<file path="src/rtl/mc_request_scheduler.sv">
// mc_request_scheduler: in-order memory request queue feeding an open-page
// DDR4 command sequencer (ACT / RD / WR / PRE) with 16-bank open-row tracking
// and a fixed minimum spacing between issued commands.
module mc_request_scheduler #(
    parameter int DEPTH         = 16,
    parameter int ADDRESS_WIDTH = 33,
    parameter int T_GAP         = 4
) (
    input  logic                     clk,
    input  logic                     rst_n,
    input  logic                     op_valid,
    input  logic [1:0]               op_code,
    input  logic [ADDRESS_WIDTH-1:0] op_addr,
    output logic                     op_accept,
    output logic                     overflow,
    output logic [$clog2(DEPTH):0]   q_count,
    output logic                     q_full,
    output logic                     q_empty,
    output logic                     cmd_valid,
    output logic [2:0]               cmd,
    output logic [1:0]               cmd_bg,
    output logic [1:0]               cmd_bank,
    output logic [14:0]              cmd_row,
    output logic [9:0]               cmd_col,
    input  logic                     cmd_ready
);

    localparam int PW = $clog2(DEPTH);
    localparam int CW = $clog2(T_GAP) + 1;
    localparam logic [CW-1:0] GAP_LOAD = CW'(T_GAP - 1);

    // Parser op encoding (parsed_op_t)
    localparam logic [1:0] OP_NOP    = 2'd0;
    localparam logic [1:0] OP_READ   = 2'd1;
    localparam logic [1:0] OP_WRITE  = 2'd2;
    localparam logic [1:0] OP_IFETCH = 2'd3;

    localparam logic [2:0] CMD_NONE = 3'd0;
    localparam logic [2:0] CMD_ACT  = 3'd1;
    localparam logic [2:0] CMD_PRE  = 3'd2;
    localparam logic [2:0] CMD_RD   = 3'd3;
    localparam logic [2:0] CMD_WR   = 3'd4;

    localparam logic [2:0] ST_IDLE   = 3'd0;
    localparam logic [2:0] ST_DECODE = 3'd1;
    localparam logic [2:0] ST_PRE    = 3'd2;
    localparam logic [2:0] ST_ACT    = 3'd3;
    localparam logic [2:0] ST_ACCESS = 3'd4;
    localparam logic [2:0] ST_WAIT   = 3'd5;

    // Only the decoded address fields are stored; addr[3:0] is don't-care.
    typedef struct packed {
        logic        wr;
        logic [14:0] row;
        logic [9:0]  col;
        logic [1:0]  bank;
        logic [1:0]  bg;
    } entry_t;

    entry_t          mem [DEPTH];
    entry_t          head_reg;
    entry_t          new_entry;
    logic [PW-1:0]   wr_ptr_reg;
    logic [PW-1:0]   rd_ptr_reg;
    logic [PW:0]     count_reg;
    logic            overflow_reg;
    logic [2:0]      state_reg, state_next;
    logic [2:0]      follow_reg, follow_next;
    logic [CW-1:0]   gap_cnt_reg, gap_cnt_next;
    logic            head_load;
    logic            op_real, enq, pop, cmd_active, cmd_hs;
    logic            bank_open_reg [16];
    logic [14:0]     bank_row_reg [16];
    logic [3:0]      head_idx;
    logic            unused_addr_bits;

    assign unused_addr_bits = ^op_addr[3:0];

    assign new_entry = '{wr:   (op_code == OP_WRITE),
                         row:  op_addr[32:18],
                         col:  op_addr[17:8],
                         bank: op_addr[7:6],
                         bg:   op_addr[5:4]};

    assign q_full    = (count_reg == (PW+1)'(DEPTH));
    assign q_empty   = (count_reg == '0);
    assign q_count   = count_reg;
    assign op_accept = !q_full;
    assign overflow  = overflow_reg;

    assign op_real    = op_valid && (op_code != OP_NOP);
    assign enq        = op_real && !q_full;
    assign cmd_active = (state_reg == ST_PRE) || (state_reg == ST_ACT) || (state_reg == ST_ACCESS);
    assign cmd_hs     = cmd_active && cmd_ready;
    assign pop        = (state_reg == ST_ACCESS) && cmd_ready;
    assign head_idx   = {head_reg.bg, head_reg.bank};

    // Request storage: plain write port, no reset, so it maps to RAM.
    always_ff @(posedge clk) begin
        if (enq) begin
            mem[wr_ptr_reg] <= new_entry;
        end
    end

    // Registered read of the head entry, taken as the FSM leaves IDLE.
    always_ff @(posedge clk) begin
        if (head_load) begin
            head_reg <= mem[rd_ptr_reg];
        end
    end

    // Queue pointers, occupancy and the sticky overflow flag.
    always_ff @(posedge clk) begin
        if (!rst_n) begin
            wr_ptr_reg   <= '0;
            rd_ptr_reg   <= '0;
            count_reg    <= '0;
            overflow_reg <= 1'b0;
        end else begin
            if (enq) wr_ptr_reg <= wr_ptr_reg + 1'b1;
            if (pop) rd_ptr_reg <= rd_ptr_reg + 1'b1;
            if (enq && !pop) begin
                count_reg <= count_reg + 1'b1;
            end else if (!enq && pop) begin
                count_reg <= count_reg - 1'b1;
            end
            if (op_real && q_full) overflow_reg <= 1'b1;
        end
    end

    // Per-bank open/row tracking, updated on ACT and PRE handshakes.
    for (genvar gi = 0; gi < 16; gi++) begin : g_bank
        always_ff @(posedge clk) begin
            if (!rst_n) begin
                bank_open_reg[gi] <= 1'b0;
            end else if (cmd_ready && (head_idx == 4'(gi))) begin
                if (state_reg == ST_ACT) begin
                    bank_open_reg[gi] <= 1'b1;
                    bank_row_reg[gi]  <= head_reg.row;
                end else if (state_reg == ST_PRE) begin
                    bank_open_reg[gi] <= 1'b0;
                end
            end
        end
    end

    // Command sequencer next-state logic.
    always_comb begin
        state_next   = state_reg;
        follow_next  = follow_reg;
        gap_cnt_next = gap_cnt_reg;
        head_load    = 1'b0;
        case (state_reg)
            ST_IDLE: begin
                if (!q_empty) begin
                    state_next = ST_DECODE;
                    head_load  = 1'b1;
                end
            end
            ST_DECODE: begin
                if (!bank_open_reg[head_idx]) begin
                    state_next = ST_ACT;
                end else if (bank_row_reg[head_idx] == head_reg.row) begin
                    state_next = ST_ACCESS;
                end else begin
                    state_next = ST_PRE;
                end
            end
            ST_PRE, ST_ACT, ST_ACCESS: begin
                if (cmd_ready) begin
                    if (state_reg == ST_PRE) begin
                        follow_next = ST_ACT;
                    end else if (state_reg == ST_ACT) begin
                        follow_next = ST_ACCESS;
                    end else begin
                        follow_next = ST_IDLE;
                    end
                    gap_cnt_next = GAP_LOAD;
                    state_next   = (T_GAP == 1) ? follow_next : ST_WAIT;
                end
            end
            ST_WAIT: begin
                gap_cnt_next = gap_cnt_reg - 1'b1;
                if (gap_cnt_reg == CW'(1)) begin
                    state_next = follow_reg;
                end
            end
            default: state_next = ST_IDLE;
        endcase
    end

    // Sequencer state registers.
    always_ff @(posedge clk) begin
        if (!rst_n) begin
            state_reg   <= ST_IDLE;
            follow_reg  <= ST_IDLE;
            gap_cnt_reg <= '0;
        end else begin
            state_reg   <= state_next;
            follow_reg  <= follow_next;
            gap_cnt_reg <= gap_cnt_next;
        end
    end

    // Command outputs come straight from the state and the stable head entry.
    always_comb begin
        cmd = CMD_NONE;
        case (state_reg)
            ST_PRE:    cmd = CMD_PRE;
            ST_ACT:    cmd = CMD_ACT;
            ST_ACCESS: cmd = head_reg.wr ? CMD_WR : CMD_RD;
            default:   cmd = CMD_NONE;
        endcase
    end

    assign cmd_valid = cmd_active;
    assign cmd_bg    = cmd_active ? head_reg.bg   : '0;
    assign cmd_bank  = cmd_active ? head_reg.bank : '0;
    assign cmd_row   = cmd_active ? head_reg.row  : '0;
    assign cmd_col   = cmd_active ? head_reg.col  : '0;

endmodule

</file>
<file path="config.mk">
export PLATFORM = sky130hd
export DESIGN_NAME = mc_request_scheduler
export DESIGN_NICKNAME = d
export VERILOG_FILES = /design/src/rtl/mc_request_scheduler.sv
export SDC_FILE = /design/constraint.sdc
export NUM_CORES = 1
export LEC_CHECK = 0
export ABC_AREA = 1
export CAP_MARGIN = 20
export CORE_ASPECT_RATIO = 0.7
export CORE_MARGIN = 8
export CORE_UTILIZATION = 42
export CTS_CLUSTER_DIAMETER = 40
export CTS_CLUSTER_SIZE = 40
export DETAILED_ROUTE_END_ITERATION = 7
export PLACE_DENSITY = 0.56
export REMOVE_ABC_BUFFERS = 1
export SETUP_SLACK_MARGIN = 0.3
export SYNTH_ARGS = -nofsm -noshare
export SYNTH_HDL_FRONTEND = slang
export SYNTH_SLANG_ARGS = --single-unit
</file>
<file path="constraint.sdc">
create_clock -name clk -period 6.7 [get_ports clk]
set_clock_uncertainty 0.05 [all_clocks]
set_input_delay 1.675 -clock clk [delete_from_list [all_inputs] [get_ports clk]]
set_output_delay 1.675 -clock clk [all_outputs]
set_load 0.005 [all_outputs]
</file>
# After elaboration in Yosys (flattened, before gate mapping)

Memory sizes are Yosys's and may differ from the RTL's. A register that Yosys moved wholly into a read port is not among the register bits.
Index checks and enable logic that the tools add are counted.
W data, S select, Z words.

Add/subtract/negate cells: 5
Eq/ne operators: 27
Mux-type cells: 199
Bitwise gates (word level): 32
Reduce and logical (&&, ||, !) cells: 52

Operator list:

| operator              | number |
|---|---|
| $mux W15              | 16 |
| $reduce_or A15 Y1     | 15 |
| $mux W1               | 151 |
| $mux W4               | 15 |
| $eq A4 B4 Y1 const B  | 8 |
| $or A1 B1 Y1          | 32 |
| $mux W3               | 9 |
| $logic_and A1 B1 Y1   | 22 |
| $eq A4 B3 Y1 const B  | 4 |
| $eq A15 B15 Y1        | 1 |
| $pmux W3 S4           | 1 |
| $mux W10              | 1 |
| $mux W5               | 2 |
| $pmux W3 S3           | 1 |
| $add A4 B1 Y4 const B | 2 |
| $eq A4 B2 Y1 const B  | 2 |
| $eq A3 B1 Y1 const B  | 2 |
| $eq A3 B2 Y1 const B  | 2 |
| $eq A3 B3 Y1 const B  | 2 |
| $ne A2 B2 Y1 const B  | 3 |
| $pmux W3 S2           | 1 |
| $reduce_bool A2 Y1    | 3 |
| $add A5 B1 Y5 const B | 1 |
| $eq A5 B5 Y1 const B  | 1 |
| 13 further kinds      | 18 |

Register bits: 23
RAM bits: 736
Input bits: 39
Output and inout bits: 42
Word-level logic and storage cells: 325
Memories: 3

Memories:

| memory        | words | width | read ports | clocked after memory_dff | wr ports | line | RTL |
|---|---|---|---|---|---|---|---|
| mem           | 16    | 30    | 1          | 1                        | 1        | 60   | `entry_t mem [DEPTH];` |
| bank_row_reg  | 16    | 15    | 1          | 0                        | 1        | 73   | `logic [14:0] bank_row_reg [16];` |
| bank_open_reg | 16    | 1     | 1          | 0                        | 16       | 72   | `logic bank_open_reg [16];` |

# Depth between registers and ports, before layout

Gate-level depths: netlist (run 1).

Depth in word-level cells: 21
Depth in mapped cells: 21
Gate-level depth less buffers: 18

# Least setup slack after synthesis (run 1)

OpenSTA, ideal clock, no wires.

Path kind: input to register
Start: input port op_code[1]
End: memory mem[11][0] (netlist bit), enable pin
Library setup time: 0.417 ns
Arrival: 3.434 ns
Data required time: 6.233 ns
Slack: 2.799 ns
Stages: 5
Path buffers: 0
Path through: o21a_1 nand2_1 inv_1 nand2_1 nor2_1

Word-level cells in the longest chain between the ends: 5

RTL lines:

| element                       | line | RTL |
|---|---|---|
| start: declaration            | 12   | `input logic [1:0] op_code,` |
| $reduce_bool A2 Y1            | 91   | `assign op_real = op_valid && (op_code != OP_NOP);` |
| $logic_and A1 B1 Y1           | 91   |  |
| $logic_and A1 B1 Y1           | 92   | `assign enq = op_real && !q_full;` |
| via enq                       | 71   | `logic op_real, enq, pop, cmd_active, cmd_hs;` |
| $mux W1                       | 100  | `if (enq) begin` |
| $mux W1 (implied by the code) | 101  | `mem[wr_ptr_reg] <= new_entry;` |
| end: declaration              | 60   |  |

The timed path passes the listed nets, and every way through them passes these cells.

# Worst setup path in the final report (run 1)

Start: register state_reg[1]
End: output port cmd[0]

Word-level cells in the longest chain between the ends: 2
Elaborated cells on any way between the ends: 4
Classes of those cells: eq/ne (3); mux (1)

RTL lines:

| element                                      | line | RTL |
|---|---|---|
| start: declaration                           | 67   | `logic [2:0] state_reg, state_next;` |
| start signal: assignment                     | 199  | `state_reg <= state_next;` |
| $eq A3 B3 Y1 or $eq A3 B2 Y1 (tied branches) | 208  | `case (state_reg)` |
| $pmux W3 S3 *                                | 208  |  |
| end: declaration                             | 20   | `output logic [2:0] cmd,` |

Mark *: on every way between the ends. The rest lies on a longest branch, timed or not.

==> flow_metrics.tcl, run 1 <==
set metrics [dict create \
    htree_levels 3 \
    fin_nets 2764 \
    worst_hold_slack_ps 433.1 \
    cp_max_fo 18 \
    critPathLaunchType "flip-flop" \
    clk_root_buffer_cell "clkbuf_16" \
    synth_mux_area_share_pct 0 \
    power_density_mw_per_mm2 375.8 \
    antenna_found_initial 1 \
    start_util_pct 42.39 \
    hold_start "follow_reg[1]$_SDFFE_PN0P_" \
    path_class "flip-flop to primary output" \
    synth_area_mm2 0.03181 \
    synth_seq_area_share_pct 73.67 \
    via_per_inst 5.407 \
    rsz0062_at_grt "no" \
    ys_warn_count 0 \
    stdcell_area_mm2 0.03696 \
    gr-usage-all-layers_pct 18.28 \
    portBuffers 76 \
    layout_common_cells "edfxtp_1 (765), nand2_1 (674), nor2_1 (356), o21ai_0 (271), clkbuf_16 (100)" \
    die_w_um 344.9 \
    period_share_pct 64.20 \
    dpl_cell_area_mm2 0.03371 \
    synth_top_family_by_area "simple AND/OR/NAND/NOR gates" \
    clk_pin_slew_ps 60 \
    crit_start "state_reg[1]$_SDFFE_PN0P_" \
    synth-simple-area-share_pct 13.98 \
    gr-total-overflow 0 \
    synth_flop_cell "edfxtp_1" \
    place_congestion 0.7823 \
    ant_nets 0 \
    ir_drop_mv 0.2826 \
    area_delta_synth_final_pct 16.19 \
    coreArea_mm2 0.07504 \
    clk_latency_ps 630 \
    final-setup-viol-count 0 \
    cts_resized 0 \
    drc_errors 0 \
    fill_cells 6522 \
    io_pins 81 \
    cp-end-kind "primary output" \
    maxCapViolations 0 \
    die_y_um 246.3 \
    cts_tree "built" \
    drive_above_1_share_pct 9.166 \
    synthAdderAreaFrac_pct 0.4956 \
    drt-total-wl_um 78640 \
    final_common_cell "edfxtp_1" \
    async_reset_ff_share_pct 0 \
    synth-edff-count 765 \
    grt_pass1_vias 20120 \
    regArea_mm2 0.02345 \
    slew_violations 0 \
    first_pass_iters 6 \
    fmax_mhz 232.5 \
    rows 84 \
    cts_inserted_buffers 97 \
    ys_ff_latch 788 \
    netlist_instances 2635 \
    arrival_ps 2580 \
    status "finished, final reports clean" \
    postCtsSetupRepairBufs 0 \
    drt_iter0_drc 1829 \
    timing.rr.start "rd_ptr_reg[1]$_SDFFE_PN0P_" \
    final-hold-violation-count 0 \
    wl_per_cell_um 20.79 \
    cts_max_path_buffers 3 \
    leakagePower_nw 13.01 \
    vias 20460 \
    die_area_mm2 0.08494 \
    hpwl_um 43330 \
    crit_required_ps 4970 \
    cts_sinks 788 \
    avgSynthCellArea_um2 12.07 \
    grt_max_degree 133 \
    layout_min_cycle_time_ps 4302 \
    largest_register_ff_count 480 \
    synthDistinctLibCells 32 \
    tightest_slew_ps 1126 \
    synth-compound-area-share_pct 8.724 \
    yosys.area_share.xor_xnor_pct 0.05507 \
    grt_pass1_wl_um 119900 \
    relSlewSlack_pct 24.76 \
    multi_input_area_mm2 0.007525 \
    hold_path_class "flip-flop to flip-flop" \
    holdBufCountCts 0 \
]
-- synth_stat cells, types with 5 or more instances --
cell,n,area [um^2]
edfxtp_1,765,22970
nand2_1,674,2530
nor2_1,373,1400
o21ai_0,271,1356
clkbuf_1,114,427.9
o221ai_1,92,805.8
nand3_1,74,370.4
inv_1,66,247.7
o22ai_1,31,193.9
o211ai_1,29,217.7
buf_2,27,135.1
dfxtp_1,23,460.4
a21oi_1,18,90.09
nand4_1,13,81.33
o21ai_1,12,60.06
ha_1,11,137.6
buf_6,10,112.6
nor3_1,7,35.03
buf_1,5,18.77
-- critical path, stage by stage, from the launching register on --
cell	delay, ps
dfxtp_1	430
inv_1	60
nor2_1	260
inv_1	320
nor2_1	170
inv_1	60
o21ai_0	100
clkdlybuf4s50_1	550
-- kinds of logic after synthesis --
kind of cell             count (synthesis)
XOR/XNOR                                 2
buffers and inverters                  229
AND/OR/NAND/NOR                       1145
flip-flops                             788
AO/OA/AOI/OAI                          459
adder cells (fa/ha/maj)                 12
-- cell type report --
type,instances,share of cell area (%)
Tap cell,989,3.348
Clock inverter,71,1.865
Multi-Input combinational cell,1618,20.36
Sequential cell,788,63.43
Clock buffer,108,6.852
Timing Repair Buffer,138,3.406
Inverter,70,0.7279
Antenna cell,1,0.006771
-- final timing paths --
path,end,slack (ps),cells after the start
max,cmd[0],2400,7
min reg2reg,follow_reg[1]$_SDFFE_PN0P_,430,2
max reg2reg,head_reg[23]$_DFFE_PP_,3050,6
min,follow_reg[1]$_SDFFE_PN0P_,430,2
-- layer usage --
layer  share of wire, %  GRT usage [%]  up-vias  wire [um]
met5              0.078         0.5205        -         61
met4                1.7          4.618        2       1317
met3                5.7          2.987      106       4457
met2                 46          28.85      564      36140
met1                 47          26.39    10200      36660
li1                   -              -     9580          -
-- metrics by stage --
step | total power [W] | setup slack [ps] | util [%] | TNS, ps | instances
finish | 0.01389 | 2398 | 49.25 | 0 | 3783
global route | 0.01454 | 2243 | 49.25 | 0 | 3782
CTS | 0.01401 | 2367 | 49.21 | 0 | 3781
detailed placement | 0.008870 | 2179 | 44.92 | 0 | 3602
global placement | 0.008820 | 2199 | 44.91 | 0 | 3601
floorplan | 0.007730 | -3146 | - | -96370 | 2476
-- report_power, final --
part	internal, W	switching (W)	leakage (nW)
combinational	0.000795	0.00185	4.34
sequential	0.00585	0.000250	7.12
clock	0.00302	0.00213	1.55
total	0.00967	0.00422	13.0
Power figures use the tool's default switching activity.
==> inputs of run 2 (changes only) <==
==> constraint.sdc (replaced) <==
create_clock -name clk -period 4.01 [get_ports clk]
set_clock_uncertainty 0.05 [all_clocks]
set_input_delay 1.0025 -clock clk [delete_from_list [all_inputs] [get_ports clk]]
set_output_delay 1.0025 -clock clk [all_outputs]
set_load 0.005 [all_outputs]
==> flow_metrics.tcl, run 2 (synthesis gave the netlist of run 1 again) <==
set metrics [dict create \
    gr-total-overflow 0 \
    dp_cells 3624 \
    start_util_pct 42.39 \
    drt-total-wl_um 79510 \
    layout_common_cells "edfxtp_1 (765), nand2_1 (674), nor2_1 (356), o21ai_0 (271), clkbuf_16 (98)" \
    cts_max_path_buffers 3 \
    path_class "flip-flop to primary output" \
    largest_register_ff_count 480 \
    clk_latency_ps 660 \
    cp-end-kind "primary output" \
    io_pins 81 \
    crit_required_ps 2960 \
    fin_nets 2785 \
    fmax_mhz 283.3 \
    hold_start "follow_reg[1]$_SDFFE_PN0P_" \
    rows 84 \
    clk_pin_slew_ps 60 \
    timing.rr.start "head_idx[0]$_DFFE_PP_" \
    via_per_inst 5.410 \
    die_area_mm2 0.08494 \
    wl_per_cell_um 20.87 \
    antenna_found_initial 4 \
    reg2reg_setup_slack_ps 820 \
    cp_max_fo 33 \
    period_share_pct 88.03 \
    drc_errors 0 \
    portBuffers 76 \
    gr-usage-all-layers_pct 18.53 \
    leakagePower_nw 13.21 \
    slew_violations 0 \
    die_y_um 246.3 \
    vias 20610 \
    layout_min_cycle_time_ps 3530 \
    drt_iter0_drc 1954 \
    use_met3_pct 3.302 \
    final-hold-violation-count 0 \
    final_common_cell "edfxtp_1" \
    regArea_mm2 0.02345 \
    met1_usage_pct 27.14 \
    area_delta_synth_final_pct 17.73 \
    power_density_mw_per_mm2 629.4 \
    r2r_cells 18 \
    cts_tree "built" \
    critPathLaunchType "flip-flop" \
    worst_hold_slack_ps 422.8 \
    die_w_um 344.9 \
    min_path_cells 2 \
    grt_pass1_vias 20230 \
    status "finished, final reports clean" \
    final-setup-viol-count 0 \
    top_usage_layer "met2" \
    arrival_ps 2480 \
    htree_levels 3 \
    cts_resized 0 \
    postCtsSetupRepairBufs 0 \
    hpwl_um 43400 \
    stdcell_count 3809 \
    ant_nets 0 \
    use_met2_pct 28.29 \
    rsz0062_at_grt "no" \
    r2r-end "state_reg[2]$_SDFFE_PN0P_" \
    drive_above_1_share_pct 9.940 \
    first_pass_iters 5 \
    cts_sinks 788 \
    tightest_slew_ps 1149 \
    place_congestion 0.7991 \
    cts_inserted_buffers 97 \
    multi_input_area_mm2 0.007525 \
    ir_drop_mv 0.3663 \
    clk_root_buffer_cell "clkbuf_16" \
    fill_cells 6407 \
    grt_max_degree 241 \
    maxCapViolations 0 \
    grt_pass1_wl_um 120700 \
    whs_endpoint "follow_reg[1]$_SDFFE_PN0P_" \
    hold_path_class "flip-flop to flip-flop" \
    holdBufCountCts 0 \
    coreArea_mm2 0.07504 \
    relSlewSlack_pct 23.42 \
]
## run 2: cell count changes in the layout (fill, tap and decap cells not counted), moves of 4 or more
cell / delta
inv_6: -4
clkinv_1: +5
clkinv_4: +4
buf_4: +4
buf_12: +18
clkbuf_1: -4
clkinv_2: -7
## run 2: how the worst max path moves through the flow
| stage | from | endpoint | cells after the start |
|---|---|---|---|
| floorplan | rd_ptr_reg[0]$_SDFFE_PN0P_ | head_reg[11]$_DFFE_PP_ | 5 |
| global placement | op_code[1] | q_count[4]$_SDFFE_PN0P_ | 14 |
| detailed placement | cmd_ready | q_count[4]$_SDFFE_PN0P_ | 14 |
| CTS | state_reg[1]$_SDFFE_PN0P_ | cmd[0] | 7 |
| global route | head_idx[0]$_DFFE_PP_ | cmd_bank[0] | 4 |
| finish | head_idx[0]$_DFFE_PP_ | cmd_bank[0] | 4 |
## run 2: report_power, final
part	switching, W	total [W]	internal [W]
registers	0.000141	0.00990	0.00976
clock network	0.00373	0.00883	0.00510
logic	0.00339	0.00484	0.00145
## run 2: per-stage QoR
step	power, W	utilization (%)	TNS (ps)	worst slack, ps	area [um^2]
2_1_floorplan	0.01292	-	-362800	-5836	31090
3_3_place_gp	0.01486	45.44	0	364.7	34100
3_5_place_dp	0.01494	45.44	0	418.9	34100
4_1_cts	0.02378	49.89	0	343.6	37440
5_1_grt	0.02470	49.90	0	331.3	37450
6_report	0.02357	49.90	0	480.2	37450
## run 2: cell type report
type / instances / share of cell area [%]
multi-input combinational: 1618 / 20.09
clock buffer: 102 / 6.589
clock inverter: 80 / 2.339
antenna: 3 / 0.02005
timing repair buffer: 159 / 4.330
tap: 989 / 3.304
inverter: 70 / 0.7183
sequential: 788 / 62.61
## run 2: routing by layer
layer  vias to the layer above  wire length [um]
li1                       9638                 -
met2                       678             35290
met4                         2              1722
met5                         -                 8
met1                     10180             36890
met3                       114              5595
## run 2: critical path, cell delays in order (launching register included)
cell and delay, ps:
edfxtp_1 440, inv_2 510, buf_4 340, nor2_1 70, clkdlybuf4s50_1 450
